File: src/rtl/ifu_prefetch_pkg.sv
// Shared constants and types for the instruction-fetch prefetch unit.
package ifu_prefetch_pkg;

  localparam int          CADDR_W_DEF  = 25;
  localparam logic [31:0] RESET_PC_DEF = 32'h0000_0000;
  localparam logic [31:0] ZERO_WORD    = 32'h0000_0000;
  localparam logic        READ_EN      = 1'b1;
  localparam logic        WRITE_EN     = 1'b0;
  localparam logic [3:0]  BYTE_EN_NONE = 4'h0;

  // One buffered instruction together with the PC it was fetched from.
  typedef struct packed {
    logic [31:0] pc;
    logic [31:0] inst;
  } ifu_entry_t;

  // Force a byte address onto a word boundary.
  function automatic logic [31:0] word_align(input logic [31:0] addr);
    return addr & 32'hFFFF_FFFC;
  endfunction

endpackage

File: src/rtl/ifu_fifo.sv
// Synchronous FIFO for the prefetch buffer: push/pop/clear with count/full/empty.
// Storage is not reset; only pointers and count are.
module ifu_fifo #(
  parameter int DEPTH = 4,
  parameter int WIDTH = 64
) (
  input  logic                       clk,
  input  logic                       rst_n,
  input  logic                       clear,
  input  logic                       push,
  input  logic                       pop,
  input  logic [WIDTH-1:0]           wdata,
  output logic [WIDTH-1:0]           rdata,
  output logic [$clog2(DEPTH):0]     count,
  output logic                       full,
  output logic                       empty
);

  localparam int PTR_W = $clog2(DEPTH);
  localparam int CNT_W = PTR_W + 1;

  logic [WIDTH-1:0] mem_q [DEPTH];
  logic [PTR_W-1:0] wr_ptr_q, wr_ptr_d;
  logic [PTR_W-1:0] rd_ptr_q, rd_ptr_d;
  logic [CNT_W-1:0] count_q, count_d;
  logic             do_push, do_pop;

  assign do_push = push && !clear;
  assign do_pop  = pop && !clear;

  // Next pointer and occupancy; clear wins over push/pop.
  always_comb begin
    wr_ptr_d = wr_ptr_q;
    rd_ptr_d = rd_ptr_q;
    count_d  = count_q;
    if (clear) begin
      wr_ptr_d = '0;
      rd_ptr_d = '0;
      count_d  = '0;
    end else begin
      if (do_push) wr_ptr_d = wr_ptr_q + PTR_W'(1);
      if (do_pop)  rd_ptr_d = rd_ptr_q + PTR_W'(1);
      count_d = count_q + CNT_W'(do_push) - CNT_W'(do_pop);
    end
  end

  // Pointer/count registers.
  always_ff @(posedge clk or negedge rst_n) begin
    if (!rst_n) begin
      wr_ptr_q <= '0;
      rd_ptr_q <= '0;
      count_q  <= '0;
    end else begin
      wr_ptr_q <= wr_ptr_d;
      rd_ptr_q <= rd_ptr_d;
      count_q  <= count_d;
    end
  end

  // Entry storage write.
  always_ff @(posedge clk) begin
    if (do_push) mem_q[wr_ptr_q] <= wdata;
  end

  assign rdata = mem_q[rd_ptr_q];
  assign count = count_q;
  assign full  = (count_q == CNT_W'(DEPTH));
  assign empty = (count_q == '0);

endmodule

File: src/rtl/ifu_prefetch.sv
// Pipelined instruction fetch with in-order prefetch buffer.
// Issues up to MAX_OUTST icache reads, each holding a reserved buffer slot,
// queues returned words with their PCs and hands them to ID over valid/ready.
// Redirects (jump or jtag soft reset) flush the buffer and drop stale responses.
// Optional feature macro: IFU_PERF_CNT_EN adds fetch/flush/drop event counters.
module ifu_prefetch
  import ifu_prefetch_pkg::*;
#(
  parameter int          FIFO_DEPTH = 4,
  parameter int          MAX_OUTST  = 2,
  parameter logic [31:0] RESET_PC   = RESET_PC_DEF,
  parameter int          CADDR_W    = CADDR_W_DEF
) (
  input  logic               clk,
  input  logic               rst_n,
  input  logic               jtag_reset_flag_i,
  input  logic               jump_flag_i,
  input  logic [31:0]        jump_addr_i,
  output logic               inst_valid_o,
  input  logic               inst_ready_i,
  output logic [31:0]        inst_o,
  output logic [31:0]        inst_addr_o,
  output logic [CADDR_W-1:0] o_p_addr,
  output logic               o_p_read,
  output logic               o_p_write,
  output logic [3:0]         o_p_byte_en,
  output logic [31:0]        o_p_writedata,
  input  logic [31:0]        i_p_readdata,
  input  logic               i_p_readdata_valid,
  input  logic               i_p_waitrequest
`ifdef IFU_PERF_CNT_EN
  ,
  output logic [31:0]        perf_fetch_o,
  output logic [15:0]        perf_flush_o,
  output logic [15:0]        perf_drop_o
`endif
);

  localparam int OW = $clog2(MAX_OUTST + 1);
  localparam int CW = $clog2(FIFO_DEPTH) + 1;

  logic [31:0]   fetch_pc_q, fetch_pc_d;
  logic [31:0]   resp_pc_q, resp_pc_d;
  logic [OW-1:0] outst_q, outst_d;
  logic [OW-1:0] drop_q, drop_d;

  logic          flush, issue, accept, rsp, rsp_keep, rsp_discard, pop;
  logic [31:0]   flush_pc;
  logic [CW:0]   inflight;
  logic [CW-1:0] fifo_count;
  logic          fifo_full, fifo_empty;
  ifu_entry_t    push_entry, head;

  // jtag soft reset behaves as a redirect to RESET_PC and takes priority.
  assign flush    = jump_flag_i || jtag_reset_flag_i;
  assign flush_pc = jtag_reset_flag_i ? RESET_PC : word_align(jump_addr_i);

  // Credit check: every accepted read already owns a buffer slot.
  assign inflight = {1'b0, fifo_count} + (CW+1)'(outst_q);
  assign issue    = rst_n && !flush && (outst_q < OW'(MAX_OUTST)) &&
                    (inflight < (CW+1)'(FIFO_DEPTH));
  assign accept   = issue && !i_p_waitrequest;

  // A response with nothing outstanding is a bus error and is ignored.
  assign rsp         = i_p_readdata_valid && (outst_q != '0);
  assign rsp_discard = rsp && (flush || (drop_q != '0));
  assign rsp_keep    = rsp && !rsp_discard;

  assign inst_valid_o = !fifo_empty && !flush;
  assign pop          = inst_valid_o && inst_ready_i;

  assign push_entry.pc   = resp_pc_q;
  assign push_entry.inst = i_p_readdata;

  ifu_fifo #(
    .DEPTH (FIFO_DEPTH),
    .WIDTH ($bits(ifu_entry_t))
  ) u_fifo (
    .clk   (clk),
    .rst_n (rst_n),
    .clear (flush),
    .push  (rsp_keep),
    .pop   (pop),
    .wdata (push_entry),
    .rdata (head),
    .count (fifo_count),
    .full  (fifo_full),
    .empty (fifo_empty)
  );

  // Next fetch/response PCs and the outstanding/drop counters.
  always_comb begin
    fetch_pc_d = fetch_pc_q;
    resp_pc_d  = resp_pc_q;
    drop_d     = drop_q;
    outst_d    = outst_q + OW'(accept) - OW'(rsp);
    if (accept) fetch_pc_d = fetch_pc_q + 32'd4;
    if (rsp_keep) resp_pc_d = resp_pc_q + 32'd4;
    if (rsp && !flush && (drop_q != '0)) drop_d = drop_q - OW'(1);
    if (flush) begin
      fetch_pc_d = flush_pc;
      resp_pc_d  = flush_pc;
      // Everything still in flight after this cycle belongs to the old stream.
      drop_d     = outst_d;
    end
  end

  // Fetch control state registers.
  always_ff @(posedge clk or negedge rst_n) begin
    if (!rst_n) begin
      fetch_pc_q <= RESET_PC;
      resp_pc_q  <= RESET_PC;
      outst_q    <= '0;
      drop_q     <= '0;
    end else begin
      fetch_pc_q <= fetch_pc_d;
      resp_pc_q  <= resp_pc_d;
      outst_q    <= outst_d;
      drop_q     <= drop_d;
    end
  end

  assign inst_o        = fifo_empty ? ZERO_WORD : head.inst;
  assign inst_addr_o   = fifo_empty ? ZERO_WORD : head.pc;
  assign o_p_addr      = {{(CADDR_W-21){1'b0}}, fetch_pc_q[22:2]};
  assign o_p_read      = READ_EN & issue;
  assign o_p_write     = WRITE_EN;
  assign o_p_byte_en   = BYTE_EN_NONE;
  assign o_p_writedata = ZERO_WORD;

`ifdef IFU_PERF_CNT_EN
  logic [31:0] perf_fetch_q, perf_fetch_d;
  logic [15:0] perf_flush_q, perf_flush_d;
  logic [15:0] perf_drop_q, perf_drop_d;

  // Event counters: delivered words, jump redirects, discarded responses.
  always_comb begin
    perf_fetch_d = perf_fetch_q + 32'(pop);
    perf_flush_d = perf_flush_q + 16'(jump_flag_i);
    perf_drop_d  = perf_drop_q + 16'(rsp_discard);
  end

  // Counters clear only on rst_n, never on jtag reset.
  always_ff @(posedge clk or negedge rst_n) begin
    if (!rst_n) begin
      perf_fetch_q <= '0;
      perf_flush_q <= '0;
      perf_drop_q  <= '0;
    end else begin
      perf_fetch_q <= perf_fetch_d;
      perf_flush_q <= perf_flush_d;
      perf_drop_q  <= perf_drop_d;
    end
  end

  assign perf_fetch_o = perf_fetch_q;
  assign perf_flush_o = perf_flush_q;
  assign perf_drop_o  = perf_drop_q;
`endif

`ifndef SYNTHESIS
  a_no_orphan_rsp: assert property (@(posedge clk) disable iff (!rst_n)
    i_p_readdata_valid |-> (outst_q != '0));
  a_no_overflow: assert property (@(posedge clk) disable iff (!rst_n)
    (rsp_keep && fifo_full) |-> pop);
`endif

endmodule

File: config.mk
export PLATFORM = sky130hd
export DESIGN_NAME = ifu_prefetch
export DESIGN_NICKNAME = d
export VERILOG_FILES = /design/src/rtl/ifu_prefetch_pkg.sv /design/src/rtl/ifu_fifo.sv /design/src/rtl/ifu_prefetch.sv
export SDC_FILE = /design/constraint.sdc
export NUM_CORES = 1
export LEC_CHECK = 0
export CORE_MARGIN = 2
export CORE_UTILIZATION = 50
export DETAILED_ROUTE_END_ITERATION = 16
export PLACE_DENSITY = 0.81
export SLEW_MARGIN = 10
export SYNTH_ARGS = -nofsm -noshare
export SYNTH_HDL_FRONTEND = slang
export SYNTH_HIERARCHICAL = 1
export SYNTH_SLANG_ARGS = --single-unit
File: constraint.sdc
create_clock -name clk -period 5 [get_ports clk]
set_input_delay 1 -clock clk [delete_from_list [all_inputs] [get_ports clk]]
set_output_delay 1 -clock clk [all_outputs]
set_load 0.03 [all_outputs]
==> reports/metrics.cfg <==
[detailed_routing]
first_iter_violations = 1172
drc = 0
post_drt_wl_per_cell_um = 20.2
drtAntennaViolNets = 0
vias_per_cell = 5.77
wl_um = 29900
detailroute.via_count = 8510
firstDrtPassIters = 5

[floorplanning]
die-area_um2 = 29400
initial_utilization_pct = 50.6
io_pins = 199
fp.dieH_um = 171
die_x_um = 171
rows = 61
core_um2 = 27700

[placement]
gp_congestion = 0.861
hpwl_um = 19000
io_buffers = 155

[synthesis]
syn_area_per_cell_um2 = 15.5
syn_area_um2 = 14000
syn_inst = 904
synth-warning-count = 6

[critical_path]
required_ns = 4.00
startpoint_type = flop
cp_max_fo = 47
cp.arrival_ns = 3.06
worstSetupEndpointType = output port
path_class = reg -> out

[clocking]
cts_tree = yes
cts_buffers = 31
insertion_delay_ns = 0.54
htreeDepth = 1
cts_setup_buffers = 0
path_clk_slew_ns = 0.06
clkSinkCount = 318
ctsResizeCount = 0
clock_path_buffers = 3
root_buffer = clkbuf_16
cts_hold_buf = 0

[cells_and_area]
final_util_pct = 60.8
syn_to_final_growth_pct = 20.2
fillCellCount = 2027
multi_input_area_um2 = 4310
drive_above_1_share_pct = 12.9
regArea_um2 = 9240
antennaDiodeCount = 0
layout.nets = 1158

[sta]
final.min_clock_period_ns = 4.06
max_slew_margin_pct = 31.5
timing.final.hold_violations = 0
setup_violations = 0
clock_skew_ns = 0.0137
drv_slew = 0
rsz0062_at_grt = false
max_freq_mhz = 246
tightest_slew_ns = 1.03
finalSetupTns_ns = 0
fin_crit_sh_pct = 81.2

[run]
drv_cap = 0

[pwr]
comb_power_share_pct = 7.7
intPower_mw = 4.39
p_total_mw = 5.63
p_sw_mw = 1.25
clock_power_share_pct = 39.3
powerDensity_nw_per_um2 = 334
peakVddDrop_uv = 268
p_seq_share_pct = 53.0
power.leakage_nw = 5.64
p_sw_share_pct = 22.1

[global_routing]
grt_overflow = 0
track_usage_pct = 20.1
grt_pass1_vias = 8107
antenna_found_initial = 0
grt_pass1_wl_um = 45800
grt_max_degree = 65

[outcome]
status = completed

[worst_hold_path]
min_path_type = reg -> reg

==> path summary, 6_finish.rpt <==
path	start	endpoint	slack, ns	depth (start not counted)
setup reg to reg	drop_q[0]	u_fifo/count[2]	1.85	14
hold / removal	resp_pc_q[29]	u_fifo/mem_q[0][61]	0.58	0
hold reg to reg	resp_pc_q[29]	u_fifo/mem_q[0][61]	0.58	0
max in group asynchronous	rst_n	u_fifo/rd_ptr_q[0]	3.61	2
setup / recovery	u_fifo/rd_ptr_q[0]	inst_addr_o[13]	0.94	4
min in group asynchronous	rst_n	fetch_pc_q[21]	0.74	2
==> power by group through the flow <==
stage	sequential [mW]	combinational, mW	clock, mW
global route	2.99	0.470	2.37
global placement	3.03	0.416	0
detailed placement	3.04	0.427	0
finish	2.99	0.434	2.21
CTS	2.98	0.431	2.26
floorplan	3.03	0.269	0
==> stage by stage <==
stage	setup slack [ns]	hold slack [ns]	area, µm²	cells
floorplan	0.765	0.496	14200	952
global placement	1.14	0.551	15900	1419
detailed placement	1.01	0.563	15900	1419
CTS	0.843	0.576	16900	1476
global route	0.762	0.597	16900	1476
finish	0.940	0.584	16900	1476
==> placed cells by master, fill, tap and decap left out, types with 16 or more instances in the layout <==
master	n
nand4_1	17
edfxtp_1	256
clkbuf_16	31
a21oi_1	33
nand2_1	37
clkdlybuf4s50_1	152
inv_1	29
nor2b_1	71
mux4_2	64
conb_1	49
nor2_1	36
buf_4	16
dfrtp_1	60
==> final cells by class <==
type                       count  area share [%]
tap                          378            2.81
clock buffer                  42            4.85
timing repair buffer         174            10.4
multi-input combinational    520            25.6
inverter                      29           0.646
sequential                   318            54.8
clock inverter                15           0.891
==> sequential cells by signal, summed over array words and instances, names as in the netlist <==
register and cells:
outst_q 2, drop_q 2, u_fifo/wr_ptr_q 2, u_fifo/mem_q 256
u_fifo/count 3, u_fifo/rd_ptr_q 2, fetch_pc_q 21, resp_pc_q 30
==> worst max-delay path, cell delays in order, from the launching register on <==
cell and delay (ns):
dfrtp_4 0.69, buf_12 0.41, mux4_2 0.61, nor2b_1 0.16
clkdlybuf4s50_1 0.62
==> per-layer routing <==
layer  GRT usage [%]  vias up  part of all wire, %
met4            4.09        0                  1.3
met2            32.6      406                   48
met5               0        -                    0
met1            29.5     4273                   43
li1                -     3787                    -
met3            2.97       44                  8.1
(Power assumes the default switching activity.)
